[src/rtl/register_file_param_pkg.sv]
// Shared types for the parametrised register file: clear-engine FSM states
// and the helper that decides when the external write port owns the array.
package register_file_param_pkg;

  typedef enum logic [1:0] {
    ST_IDLE  = 2'd0,
    ST_CLEAR = 2'd1,
    ST_DONE  = 2'd2
  } clr_state_e;

  function automatic logic ext_write_allowed(clr_state_e s);
    return (s == ST_IDLE) || (s == ST_DONE);
  endfunction

endpackage

[src/rtl/register_file_param_if.sv]
// Bus between decode/writeback and the register file: two read ports,
// one write port and the bulk-clear handshake.
interface register_file_param_if #(
  parameter int DATA_W = 4,
  parameter int ADDR_W = 2
);
  logic [ADDR_W-1:0] rd_addr_a;
  logic [DATA_W-1:0] rd_data_a;
  logic [ADDR_W-1:0] rd_addr_b;
  logic [DATA_W-1:0] rd_data_b;
  logic              wr_en;
  logic [ADDR_W-1:0] wr_addr;
  logic [DATA_W-1:0] wr_data;
  logic              clr_req;
  logic              clr_busy;
  logic              clr_done;

  modport master (
    output rd_addr_a, rd_addr_b, wr_en, wr_addr, wr_data, clr_req,
    input  rd_data_a, rd_data_b, clr_busy, clr_done
  );

  modport slave (
    input  rd_addr_a, rd_addr_b, wr_en, wr_addr, wr_data, clr_req,
    output rd_data_a, rd_data_b, clr_busy, clr_done
  );
endinterface

[src/rtl/register_file_param_clear_ctrl.sv]
// Bulk-clear sequencer: walks every entry once with a write strobe, then
// pulses done for one cycle before returning to idle.
module register_file_param_clear_ctrl
  import register_file_param_pkg::*;
#(
  parameter int ADDR_W = 2
) (
  input  logic              clk,
  input  logic              rst_n,
  input  logic              i_clr_req,
  output logic              o_clr_busy,
  output logic              o_clr_done,
  output logic              o_clr_we,
  output logic [ADDR_W-1:0] o_clr_addr,
  output logic              o_wr_allow
);

  localparam logic [ADDR_W-1:0] LAST_ADDR = {ADDR_W{1'b1}};

  clr_state_e        r_state;
  clr_state_e        w_state_nxt;
  logic [ADDR_W-1:0] r_cnt;
  logic [ADDR_W-1:0] w_cnt_nxt;

  always_ff @(posedge clk or negedge rst_n) begin
    if (!rst_n) begin
      r_state <= ST_IDLE;
      r_cnt   <= '0;
    end else begin
      r_state <= w_state_nxt;
      r_cnt   <= w_cnt_nxt;
    end
  end

  always_comb begin
    w_state_nxt = r_state;
    w_cnt_nxt   = r_cnt;
    case (r_state)
      ST_IDLE: begin
        if (i_clr_req) begin
          w_state_nxt = ST_CLEAR;
          w_cnt_nxt   = '0;
        end
      end
      ST_CLEAR: begin
        // Terminal compare instead of relying on wrap, so the count never cycles.
        if (r_cnt == LAST_ADDR) begin
          w_state_nxt = ST_DONE;
          w_cnt_nxt   = '0;
        end else begin
          w_cnt_nxt = r_cnt + 1'b1;
        end
      end
      ST_DONE:  w_state_nxt = ST_IDLE;
      default:  w_state_nxt = ST_IDLE;
    endcase
  end

  assign o_clr_busy = (r_state == ST_CLEAR);
  assign o_clr_done = (r_state == ST_DONE);
  assign o_clr_we   = (r_state == ST_CLEAR);
  assign o_clr_addr = r_cnt;
  assign o_wr_allow = ext_write_allowed(r_state);

endmodule

[src/rtl/register_file_param.sv]
// Parametrised two-read/one-write register file with optional zero entry,
// optional write-to-read bypass and a sequential bulk-clear engine.
module register_file_param
  import register_file_param_pkg::*;
#(
  parameter int                DATA_W    = 4,
  parameter int                ADDR_W    = 2,
  parameter bit                ZERO_REG  = 1'b0,
  parameter bit                BYPASS    = 1'b0,
  parameter logic [DATA_W-1:0] CLR_VALUE = '0
) (
  input  logic                  clk,
  input  logic                  rst_n,
  register_file_param_if.slave  bus
);

  localparam int DEPTH = 2 ** ADDR_W;

  logic [DATA_W-1:0] r_mem [DEPTH];
  logic              w_clr_we;
  logic [ADDR_W-1:0] w_clr_addr;
  logic              w_wr_allow;
  logic              w_wr_acc;
  logic              w_clr_busy;
  logic              w_clr_done;

  register_file_param_clear_ctrl #(
    .ADDR_W (ADDR_W)
  ) u_clear_ctrl (
    .clk        (clk),
    .rst_n      (rst_n),
    .i_clr_req  (bus.clr_req),
    .o_clr_busy (w_clr_busy),
    .o_clr_done (w_clr_done),
    .o_clr_we   (w_clr_we),
    .o_clr_addr (w_clr_addr),
    .o_wr_allow (w_wr_allow)
  );

  assign w_wr_acc = bus.wr_en && w_wr_allow && !(ZERO_REG && (bus.wr_addr == '0));

  // Clear engine and external writes never overlap: w_wr_allow is low in CLEAR.
  always_ff @(posedge clk or negedge rst_n) begin
    if (!rst_n) begin
      for (int i = 0; i < DEPTH; i++) r_mem[i] <= '0;
    end else if (w_clr_we) begin
      r_mem[w_clr_addr] <= CLR_VALUE;
    end else if (w_wr_acc) begin
      r_mem[bus.wr_addr] <= bus.wr_data;
    end
  end

  function automatic logic [DATA_W-1:0] rd_sel(
    input logic [ADDR_W-1:0] addr,
    input logic [DATA_W-1:0] mem_val
  );
    if (ZERO_REG && (addr == '0))
      return '0;
    else if (BYPASS && w_wr_acc && (bus.wr_addr == addr))
      return bus.wr_data;
    else
      return mem_val;
  endfunction

  assign bus.rd_data_a = rd_sel(bus.rd_addr_a, r_mem[bus.rd_addr_a]);
  assign bus.rd_data_b = rd_sel(bus.rd_addr_b, r_mem[bus.rd_addr_b]);
  assign bus.clr_busy  = w_clr_busy;
  assign bus.clr_done  = w_clr_done;

endmodule

[src/flat_wrapper.sv]
// flat-port wrapper written by rule: the top's interface ports become plain ports
module register_file_param_flat import register_file_param_pkg::*;
#(
  parameter int                DATA_W    = 4,
  parameter int                ADDR_W    = 2,
  parameter bit                ZERO_REG  = 1'b0,
  parameter bit                BYPASS    = 1'b0,
  parameter logic [DATA_W-1:0] CLR_VALUE = '0
)
  (clk, rst_n, bus_rd_addr_a, bus_rd_addr_b, bus_wr_en, bus_wr_addr, bus_wr_data, bus_clr_req, bus_rd_data_a, bus_rd_data_b, bus_clr_busy, bus_clr_done);
  register_file_param_if #(.DATA_W(DATA_W), .ADDR_W(ADDR_W)) bus_i ();
  input  logic clk;
  input  logic rst_n;
  input wire logic [$bits(bus_i.rd_addr_a)-1:0] bus_rd_addr_a;
  input wire logic [$bits(bus_i.rd_addr_b)-1:0] bus_rd_addr_b;
  input wire logic [$bits(bus_i.wr_en)-1:0] bus_wr_en;
  input wire logic [$bits(bus_i.wr_addr)-1:0] bus_wr_addr;
  input wire logic [$bits(bus_i.wr_data)-1:0] bus_wr_data;
  input wire logic [$bits(bus_i.clr_req)-1:0] bus_clr_req;
  output wire logic [$bits(bus_i.rd_data_a)-1:0] bus_rd_data_a;
  output wire logic [$bits(bus_i.rd_data_b)-1:0] bus_rd_data_b;
  output wire logic [$bits(bus_i.clr_busy)-1:0] bus_clr_busy;
  output wire logic [$bits(bus_i.clr_done)-1:0] bus_clr_done;
  assign bus_i.rd_addr_a = bus_rd_addr_a;
  assign bus_i.rd_addr_b = bus_rd_addr_b;
  assign bus_i.wr_en = bus_wr_en;
  assign bus_i.wr_addr = bus_wr_addr;
  assign bus_i.wr_data = bus_wr_data;
  assign bus_i.clr_req = bus_clr_req;
  assign bus_rd_data_a = bus_i.rd_data_a;
  assign bus_rd_data_b = bus_i.rd_data_b;
  assign bus_clr_busy = bus_i.clr_busy;
  assign bus_clr_done = bus_i.clr_done;
  register_file_param #(.DATA_W(DATA_W), .ADDR_W(ADDR_W), .ZERO_REG(ZERO_REG), .BYPASS(BYPASS), .CLR_VALUE(CLR_VALUE)) u_core (.clk(clk), .rst_n(rst_n), .bus(bus_i));
endmodule
[config.mk]
export PLATFORM = sky130hd
export DESIGN_NAME = register_file_param_flat
export DESIGN_NICKNAME = d
export VERILOG_FILES = /design/src/rtl/register_file_param_pkg.sv /design/src/rtl/register_file_param_if.sv /design/src/rtl/register_file_param_clear_ctrl.sv /design/src/rtl/register_file_param.sv /design/src/flat_wrapper.sv
export SDC_FILE = /design/constraint.sdc
export NUM_CORES = 1
export LEC_CHECK = 0
export BUFFER_PORTS_ARGS = -buffer_cell sky130_fd_sc_hd__buf_2
export CAP_MARGIN = 20
export CORE_MARGIN = 8
export CORE_UTILIZATION = 35
export CTS_BUF_LIST = sky130_fd_sc_hd__clkbuf_2 sky130_fd_sc_hd__clkbuf_4 sky130_fd_sc_hd__clkbuf_8
export CTS_CLUSTER_DIAMETER = 100
export DETAILED_ROUTE_END_ITERATION = 16
export SETUP_SLACK_MARGIN = 0.5
export SYNTH_ARGS = -nofsm -noshare
export SYNTH_HDL_FRONTEND = slang
export SYNTH_HIERARCHICAL = 1
export SYNTH_SLANG_ARGS = --single-unit
[constraint.sdc]
create_clock -name clk -period 2.04 [get_ports clk]
set_clock_uncertainty 0.05 [all_clocks]
set_input_delay 0.408 -clock clk [delete_from_list [all_inputs] [get_ports clk]]
set_output_delay 0.408 -clock clk [all_outputs]
set_load 0.01 [all_outputs]
==> summary.txt, run 1 <==
Status
  – Status: complete, but fails checks
  – Failing checks: negative hold slack

Global routing
  – Total GRT Usage: 0.105
  – First-pass GRT wire length: 4260 um
  – Largest net degree at the start of global routing: 21
  – Initial antenna violation count: 0
  – Grt total ovfl: 0
  – Vias in the first global route: 908

Critical path
  – Reg2reg start: u_core/u_clear_ctrl/r_state[0]$_DFFE_PN0P_
  – Worst reg-to-reg path cell count: 4
  – CP startpoint kind: flop
  – CP endpoint kind: primary output
  – Flop2flop setup slack: 0.45 ns
  – Worst path required time: 1.58 ns
  – Critical Path Source: u_core/r_mem[2]$_DFFE_PN0P_
  – Crit path DAT: 1.34 ns
  – Max stage delay on crit path: 0.49 ns
  – CP max stage cell: mux4_2
  – Crit-path cells: mux4_2 > buf_6
  – FF-to-FF End: u_core/r_mem[13]$_DFFE_PN0P_
  – Worst Path Class, Setup: flop to primary output
  – Max Fanout on Critical Path: 3

STA
  – Period utilization: 0.880
  – Fin Hold WS: -0.00607 ns
  – Slew headroom: 0.697
  – F_max: ~560 MHz
  – Unrepaired setup endpoints after global routing: true
  – Fin. Hold Viols: 10
  – Fin crit period: 1.79 ns
  – Worst Tran Pin Value: 0.454 ns
  – Setup total negative slack: 0 ns
  – Final setup viols: 0
  – Pins Over Slew Limit: 0

Detailed routing
  – Via count: 807
  – Final ANT Viol Nets: 0
  – DRC viols: 0
  – Total Routed Length: between 2000 and 3000 um
  – Routed vias/inst: 4.98
  – Iter 0 DRT Violations: 35
  – DR pass1 iterations: 4
  – Average wire per cell in the routed design: 16.0 um

Synth
  – Main synth FF type: dfrtp_1
  – Post-synth EDFFs: 0
  – Ys async rst share: 1.00
  – Top cells by count, synth: dfrtp_1 (20), nand2_1 (17), mux2i_1 (16)
  – Post-Syn Nets: 105
  – YS warnings: 6
  – Synth area leader: dfrtp_1
  – Area contributors post-synth: dfrtp_1 (45%), mux4_2 (16%), mux2i_1 (14%), nand2_1 (5.8%), inv_1 (1.7%)
  – Count leader, synth: dfrtp_1
  – Top-area cell type share of the netlist area: 0.453
  – Post-Synthesis Cells: 90
  – Post-synthesis sequential area ratio: 0.453
  – Syn_area_per_cell: 12.3 um^2
  – Distinct cells, synth: 24
  – #FFs+latches synth: 20
  – Post-synthesis cell area: around 1100 um^2

Die
  – Die H: about 72 um
  – Total Die Area: roughly 5200 um^2
  – Initial core utilization: 0.365
  – Num ports: 24
  – Core region area: 3030 um^2
  – Core Rows: 20
  – Die Wd: 72.2 um

Layout
  – Footprint of the multi-input gates: 593 um^2
  – Final Non-Filler Cells: ~160
  – Final nets: 135
  – Area growth, synth to finish: 25.4%
  – Register area: just over 500 um^2
  – Number of antenna diodes: 0
  – Share of cells above drive strength 1: 0.398
  – Fill cell total of the finished layout: around 280

Placed design
  – Inst Count DP: roughly 150
  – PortBufs: 23
  – Dpl hpwl: 1930 um
  – Routability cong.: 0.740

Clock tree
  – H-tree Lvls: 1
  – CTS sink cnt: 20
  – CTS Buffer Depth: 2
  – Clk slew on worst S/H paths: 0.11 ns
  – Worst skew pair latency: ~0.29 ns
  – CTS tree: done
  – CTS Buf Count: 3
  – Clk root buf: clkbuf_4

Power and ir drop
  – Worst vdd ir: 0.000482 V
  – Pwr/cell area: 1230 nW/um^2
  – Leakage: around 0.69 nW

Job
  – Max Cap Viol: 0

Hold path
  – Hold crit path type: input pin to asynchronous set/reset pin
==> kinds of logic (layout without fill, tap and decap cells) <==
| group | Yosys count | after routing | synth area share |
|---|---|---|---|
| flops | 20 | 20 | 0.453 |
| buf+inv | 8 | 35 | 0.0374 |
| mux | 24 | 24 | 0.308 |
| compound gates | 4 | 4 | 0.0272 |
| fa+ha+maj | 1 | 1 | 0.0113 |
| simple gates | 33 | 34 | 0.163 |
==> worst max-delay path by stage <==
| stage | endpoint |
|---|---|
| after CTS | bus_rd_data_b[2] |
| after global placement | bus_rd_data_a[2] |
| after detailed placement | bus_rd_data_a[0] |
| after floorplan | u_core/r_mem[12]$_DFFE_PN0P_ |
| after global routing | bus_rd_data_a[2] |
| final | bus_rd_data_a[2] |
==> stage by stage <==
stage	power [mW]	setup WS [ns]	cell area (um^2)	hold WS [ns]	util
2_1_floorplan	1.14	0.496	1110	0.0624	-
3_3_place_gp	1.31	0.364	1250	0.332	0.414
3_5_place_dp	1.34	0.352	1250	0.339	0.414
4_1_cts	1.63	0.238	1330	0.00396	0.440
5_1_grt	1.84	0.191	1390	0.0185	0.457
6_report	1.71	0.246	1390	-0.00607	0.457
==> power by group <==
| group | total [mW] | internal (mW) | switching [mW] | leakage, nW |
|---|---|---|---|---|
| clock network | 0.181 | 0.0687 | 0.113 | 0.0138 |
| logic | 0.824 | 0.477 | 0.347 | 0.415 |
| registers | 0.705 | 0.555 | 0.151 | 0.265 |
==> critical path: cells and delay by family (launching register included) <==
| kind | cells | cell delay (ns) |
|---|---|---|
| buffers and inverters | 1 | 0.14 |
| muxes | 1 | 0.49 |
| DFF | 1 | 0.42 |
==> metal layers <==
metal / track usage / vias to the layer above / share of wire
met3: 0.0317 / 2 / 0.058
met5: 0 / - / 0
li1: - / 381 / -
met1: 0.118 / 401 / 0.43
met2: 0.177 / 23 / 0.51
met4: 0.0476 / 0 / 0.0058
==> final cells by class <==
class                      count  area share
multi-input combinational     63       0.428
inverter                       5      0.0136
clock buffer                   3      0.0163
timing repair buffer          27       0.139
sequential                    20       0.363
tap                           44      0.0397
==> flip-flops by register name, indices dropped and copies added, names as in the netlist <==
register and flops:
u_core/r_mem 16, u_core/u_clear_ctrl/o_clr_addr 2, u_core/u_clear_ctrl/r_state 2
==> cells in the final DEF, fill, tap and decap left out, drive strengths merged, types with 2 or more instances in the layout <==
cell type | Yosys | final
buf | 2 | 27
dfrtp | 20 | 20
nand2 | 17 | 17
mux2i | 16 | 16
mux4 | 8 | 8
inv | 5 | 5
clkbuf | 1 | 3
nor2b | 1 | 2
nand3 | 2 | 2
nand3b | 2 | 2
a22o | 2 | 2
nand2b | 2 | 2
nor2 | 2 | 2
==> what timing repair did <==
item	4_1_cts	5_1_grt
gates resized for setup	5	9
hold buffers	0	0
pin swaps	0	1
buffers inserted	4	0
cloned	1	0
setup endpoints to repair	20	22
Power figures use the tool's default switching activity.
==> inputs of run 2 (changes only) <==
--- a/config.mk
+++ b/config.mk
@@ -12,6 +12,7 @@
 export CTS_BUF_LIST = sky130_fd_sc_hd__clkbuf_2 sky130_fd_sc_hd__clkbuf_4 sky130_fd_sc_hd__clkbuf_8
 export CTS_CLUSTER_DIAMETER = 100
 export DETAILED_ROUTE_END_ITERATION = 16
+export REMOVE_ABC_BUFFERS = 1
 export SETUP_SLACK_MARGIN = 0.5
 export SYNTH_ARGS = -nofsm -noshare
 export SYNTH_HDL_FRONTEND = slang
==> summary.txt, run 2 (synthesis gave the netlist of run 1 again) <==
Critical path
  – Flop2flop setup slack: 0.54 ns (+0.09 ns)
  – Crit path DAT: 1.35 ns (about the same)
  – Max Fanout on Critical Path: 3 (unchanged)
  – Reg2reg start: u_core/u_clear_ctrl/r_state[0]$_DFFE_PN0P_
  – CP endpoint kind: primary output
  – Worst path required time: 1.58 ns (about the same)
  – Worst Path Class, Setup: flop to primary output
  – FF-to-FF End: u_core/r_mem[15]$_DFFE_PN0P_
  – Worst reg-to-reg path cell count: 3 (-1)
  – CP startpoint kind: flop

Detailed routing
  – Via count: 825 (+2.2%)
  – Average wire per cell in the routed design: 15.0 um (-5.8%)
  – Final ANT Viol Nets: 0 (unchanged)
  – DRC viols: 0 (unchanged)
  – DR pass1 iterations: 4 (unchanged)
  – Routed vias/inst: 4.94 (-0.83%)
  – Iter 0 DRT Violations: 30 (-14%)
  – Total Routed Length: 2510 um (-2.9%)

Placed design
  – PortBufs: 23 (unchanged)
  – Routability cong.: 0.761 (+2.8%)
  – Dpl hpwl: 1910 um (-0.85%)

Global routing
  – First-pass GRT wire length: 4210 um (-1.3%)
  – Largest net degree at the start of global routing: 21 (unchanged)
  – Initial antenna violation count: 0 (unchanged)
  – Total GRT Usage: 0.103 (-0.00228)
  – Vias in the first global route: 811 (-11%)
  – Grt total ovfl: 0 (unchanged)

STA
  – Pins Over Slew Limit: 0 (unchanged)
  – Setup total negative slack: 0 ns (unchanged)
  – Period utilization: 0.884 (+0.00434)
  – F_max: 555 MHz (-0.49%)
  – Fin crit period: 1.80 ns (+0.00885 ns)
  – Unrepaired setup endpoints after global routing: true
  – Final setup viols: 0 (unchanged)
  – Worst Tran Pin Value: 0.458 ns (+0.00351 ns)
  – Slew headroom: 0.695 (-0.00234)
  – Fin. Hold Viols: 0 (-10)

Hold path
  – Hold Path Origin: bus_clr_req
  – Hold-critical path depth: 3
  – Hold crit path type: input pin to flop
  – Hold EP: u_core/u_clear_ctrl/r_state[0]$_DFFE_PN0P_

Die
  – Num ports: 24 (unchanged)
  – Total Die Area: 5210 um^2 (unchanged)
  – Die Wd: 72.2 um (unchanged)
  – Core region area: 3030 um^2 (unchanged)
  – Core Rows: 20 (unchanged)
  – Die H: 72.2 um (unchanged)
  – Initial core utilization: 0.365 (unchanged)

Clock tree
  – H-tree Lvls: 1 (unchanged)
  – CTS Buf Count: 3 (unchanged)
  – Clk root buf: clkbuf_4
  – CTS tree: done
  – Clk slew on worst S/H paths: 0.12 ns (about the same)
  – Worst skew pair latency: 0.30 ns (about the same)
  – CTS sink cnt: 20 (unchanged)
  – CTS Buffer Depth: 2 (unchanged)

Power and ir drop
  – Pwr/cell area: 1250 nW/um^2 (+1.1%)
  – Pwr Total: 1.75 mW (+2.4%)
  – Leakage: 0.712 nW (+2.6%)
  – Worst vdd ir: 0.000536 V (+11%)

Layout
  – Number of antenna diodes: 0 (unchanged)
  – Most frequent cells in the layout: buf_2 (19), dfrtp_1 (19), nand2_1 (17)
  – Biggest register: u_core/r_mem
  – Final nets: 139 (+3.0%)
  – Share of cells above drive strength 1: 0.398 (about the same)
  – Max FFs per register: 16 (unchanged)
  – Area growth, synth to finish: 27.0%

Job
  – Max Cap Viol: 0 (unchanged)

Status
  – Status: finished, final reports clean
==> run 2: worst max path at each step <==
stage	depth (start not counted)	to	slack, ns	from
after floorplan	4	u_core/r_mem[12]$_DFFE_PN0P_	0.61	u_core/u_clear_ctrl/r_state[0]$_DFFE_PN0P_
after global placement	3	bus_rd_data_a[0]	0.36	bus_rd_addr_a[0]
after detailed placement	3	bus_rd_data_b[2]	0.36	bus_rd_addr_b[0]
after CTS	2	bus_rd_data_a[1]	0.23	u_core/r_mem[1]$_DFFE_PN0P_
after global routing	2	bus_rd_data_a[3]	0.20	u_core/r_mem[3]$_DFFE_PN0P_
final	2	bus_rd_data_b[1]	0.24	u_core/r_mem[1]$_DFFE_PN0P_
==> run 2: per-stage QoR <==
step                area, um^2   util  hold slack, ns  cells  setup WS [ns]
floorplan                 1080      -          0.0624     87          0.605
global placement          1250  0.414           0.330    154          0.358
detailed placement        1250  0.414           0.337    154          0.358
CTS                       1370  0.451           0.294    165          0.229
global route              1400  0.463           0.309    167          0.196
finish                    1400  0.463           0.303    167          0.237
==> run 2: cell type report <==
type / instances / area [um^2]
fillers: 299 / 1630
multi-input cells: 63 / 588
flip-flops and latches: 20 / 502
repair buffers: 31 / 203
well taps: 44 / 55.1
clock buffers: 4 / 36.3
inverters: 5 / 18.8
==> run 2: report_power, final <==
group | internal (mW) | switching (mW) | leakage (nW)
clock network | 0.109 | 0.125 | 0.0210
registers | 0.552 | 0.151 | 0.266
logic | 0.472 | 0.341 | 0.426
==> run 2: layer usage <==
layer / vias up / part of all wire / GRT usage
met5: - / 0 / 0
met4: 0 / 0.012 / 0.0340
met3: 4 / 0.065 / 0.0303
met2: 24 / 0.45 / 0.153
met1: 411 / 0.47 / 0.137
li1: 386 / - / -
==> run 2: timing repair <==
item,4_1_cts,5_1_grt
endpoints found under the setup margin,18,18
resized for setup,4,5
hold buffers,1,0
cloned,1,0
hold endpoints to repair,11,0
buffers inserted,5,2
pin swaps,1,1
==> run 2: worst max-delay path, stage by stage (launching register included) <==
cell and delay (ns):
dfrtp_1 0.42, mux4_2 0.48, buf_6 0.14
==> inputs of run 3 (changes only) <==
--- a/config.mk
+++ b/config.mk
@@ -8,7 +8,7 @@
 export BUFFER_PORTS_ARGS = -buffer_cell sky130_fd_sc_hd__buf_2
 export CAP_MARGIN = 20
 export CORE_MARGIN = 8
-export CORE_UTILIZATION = 35
+export CORE_UTILIZATION = 40
 export CTS_BUF_LIST = sky130_fd_sc_hd__clkbuf_2 sky130_fd_sc_hd__clkbuf_4 sky130_fd_sc_hd__clkbuf_8
 export CTS_CLUSTER_DIAMETER = 100
 export DETAILED_ROUTE_END_ITERATION = 16
==> summary.txt, run 3 (synthesis gave the netlist of run 1 again) <==
Critical path
  – Max stage delay on crit path: 0.48 ns (about the same)
  – CP max stage cell: mux4_2
  – CP startpoint kind: flop
  – Crit path buffers/inverters: 1 (unchanged)
  – Max Fanout on Critical Path: 3 (unchanged)
  – CP endpoint kind: primary output
  – CP delay by family, top: multiplexers
  – Crit path DAT: 1.34 ns (about the same)
  – Crit-path cells: mux4_2 > buf_6
  – Worst Path Class, Setup: flop to primary output
  – Worst path required time: 1.58 ns (about the same)

Global routing
  – Busiest metal layer after global routing: met2
  – Total GRT Usage: 0.119 (+0.0167)
  – Met3 capacity usage during global routing: 0.0307 (+0.000392)
  – Initial antenna violation count: 0 (unchanged)
  – Grt total ovfl: 0 (unchanged)
  – Vias in the first global route: 870 (+7.3%)
  – Met1 Track Usage GR: 0.147 (+0.0108)
  – GR Util met2: 0.194 (+0.0405)
  – Largest net degree at the start of global routing: 21 (unchanged)
  – First-pass GRT wire length: 4150 um (-1.3%)

Placed design
  – Dpl hpwl: 1970 um (+2.9%)
  – Post-Place Cell Area: 1240 um^2 (-1.3%)
  – Routability cong.: 0.775 (+1.9%)
  – PortBufs: 23 (unchanged)

STA
  – F_max: 557 MHz (+0.49%)
  – Final setup viols: 0 (unchanged)
  – Unrepaired setup endpoints after global routing: true
  – Fin. Hold Viols: 10 (+10)
  – Worst Tran Pin Value: 0.454 ns (-0.00397 ns)
  – Period utilization: 0.880 (-0.00428)
  – Slew headroom: 0.697 (+0.00265)
  – Pins Over Slew Limit: 0 (unchanged)
  – Setup total negative slack: 0 ns (unchanged)
  – Fin crit period: 1.79 ns (-0.00873 ns)
  – Fin Hold WS: -0.0164 ns (-0.320 ns)

Layout
  – Area growth, synth to finish: 21.0%
  – Fill cell total of the finished layout: 267 (-11%)
  – Finished Cell Area: 1340 um^2 (-4.7%)
  – Most frequent cells in the layout: dfrtp_1 (20), nand2_1 (17), buf_2 (16), mux2i_1 (16), mux4_2 (8)
  – Commonest non-fill, non-tap cell in the layout: dfrtp_1
  – Register area: 500 um^2 (-0.25%)
  – Number of antenna diodes: 0 (unchanged)
  – Biggest register: u_core/r_mem
  – Final nets: 133 (-4.3%)
  – Footprint of the multi-input gates: 574 um^2 (-2.3%)
  – Post-layout util: 0.497 (+0.0342)
  – Max FFs per register: 16 (unchanged)
  – Share of cells above drive strength 1: 0.362 (-0.0363)

Clock tree
  – H-tree Lvls: 1 (unchanged)
  – CTS Buffer Depth: 2 (unchanged)
  – Clk slew on worst S/H paths: 0.12 ns (about the same)
  – CTS sink cnt: 20 (unchanged)
  – Post-CTS Hold Buffers: 0 (-1)
  – CTS Buf Count: 3 (unchanged)
  – Worst skew pair latency: 0.30 ns (about the same)
  – Clk root buf: clkbuf_4
  – CTS tree: done

Hold path
  – Hold crit path type: input pin to asynchronous set/reset pin

Detailed routing
  – DR pass1 iterations: 4 (unchanged)
  – Routed vias/inst: 5.35 (+8.2%)
  – Via count: 786 (-4.7%)
  – DRC viols: 0 (unchanged)
  – Total Routed Length: 2520 um (+0.56%)
  – Average wire per cell in the routed design: 17.2 um (+14%)
  – Iter 0 DRT Violations: 28 (-6.7%)
  – Final ANT Viol Nets: 0 (unchanged)

Die
  – Core region area: 2690 um^2 (-11%)
  – Total Die Area: 4700 um^2 (-9.8%)
  – Num ports: 24 (unchanged)
  – Initial core utilization: 0.411 (+0.0464)
  – Die H: 68.6 um (-5.0%)
  – Core Rows: 19 (-5.0%)
  – Die Wd: 68.6 um (-5.0%)

Status
  – Failing checks: negative hold slack
  – Status: complete, but fails checks

Power and ir drop
  – Pwr/cell area: 1240 nW/um^2 (-0.90%)
  – Leakage: 0.675 nW (-5.2%)
  – Worst vdd ir: 0.000723 V (+35%)
  – Pwr Total: 1.65 mW (-5.6%)

Job
  – Max Cap Viol: 0 (unchanged)
[run 3: cell count changes in the layout (fill, tap and decap cells not counted)]
cell	before	now
buf_4	7	3
buf_6	4	7
dfrtp_2	1	0
buf_2	19	16
clkbuf_8	1	0
dfrtp_1	19	20
nor2b_4	2	1
dlygate4sd3_1	1	0
[run 3: path summary, 6_finish.rpt]
kind / start / end / slack, ns / cells after the start
worst max-delay path: u_core/r_mem[1]$_DFFE_PN0P_ / bus_rd_data_b[1] / 0.25 / 2
worst min-delay path: rst_n / u_core/r_mem[13]$_DFFE_PN0P_ / -0.02 / 1
worst max register to register: u_core/u_clear_ctrl/r_state[0]$_DFFE_PN0P_ / u_core/r_mem[15]$_DFFE_PN0P_ / 0.56 / 3
worst min register to register: u_core/u_clear_ctrl/r_state[1]$_DFFE_PN0P_ / u_core/u_clear_ctrl/r_state[0]$_DFFE_PN0P_ / 0.47 / 1
max in group asynchronous: rst_n / u_core/r_mem[10]$_DFFE_PN0P_ / 1.63 / 1
min in group clk: bus_clr_req / u_core/u_clear_ctrl/r_state[0]$_DFFE_PN0P_ / 0.31 / 3
[run 3: cell type report]
class | count | area share
tap | 31 | 0.0290
timing repair buffer | 26 | 0.136
multi-input combinational | 62 | 0.430
sequential | 20 | 0.375
inverter | 5 | 0.0140
clock buffer | 3 | 0.0169
[run 3: worst reg2reg max path: cells and delay by family (launching register included)]
family,cells,cell delay [ns]
muxes,1,0.15
DFF,1,0.42
and+or+nand+nor,2,0.75
[run 3: repair_timing]
action | in CTS | in global routing
endpoints found under the setup margin | 18 | 20
gates resized for setup | 1 | 11
buffers inserted | 3 | 0
pin swaps | 0 | 1
gates cloned | 0 | 0
[run 3: power by group]
group / internal (mW) / total (mW) / switching (mW)
Combinational: 0.433 / 0.772 / 0.339
Clock: 0.0687 / 0.187 / 0.119
Sequential: 0.552 / 0.694 / 0.142
[run 3: stage by stage]
| step | worst slack (ns) | cells |
|---|---|---|
| after floorplan | 0.605 | 87 |
| after CTS | 0.234 | 147 |
| after detailed placement | 0.351 | 141 |
| after global routing | 0.202 | 147 |
| after global placement | 0.365 | 141 |
| final | 0.246 | 147 |
[run 3: layer usage]
metal / vias up / part of all wire / wire length (um)
met5: - / 0 / 0
met4: 0 / 0.0091 / 23
met3: 2 / 0.060 / 151
met2: 13 / 0.50 / 1260
met1: 398 / 0.43 / 1090
li1: 373 / - / -
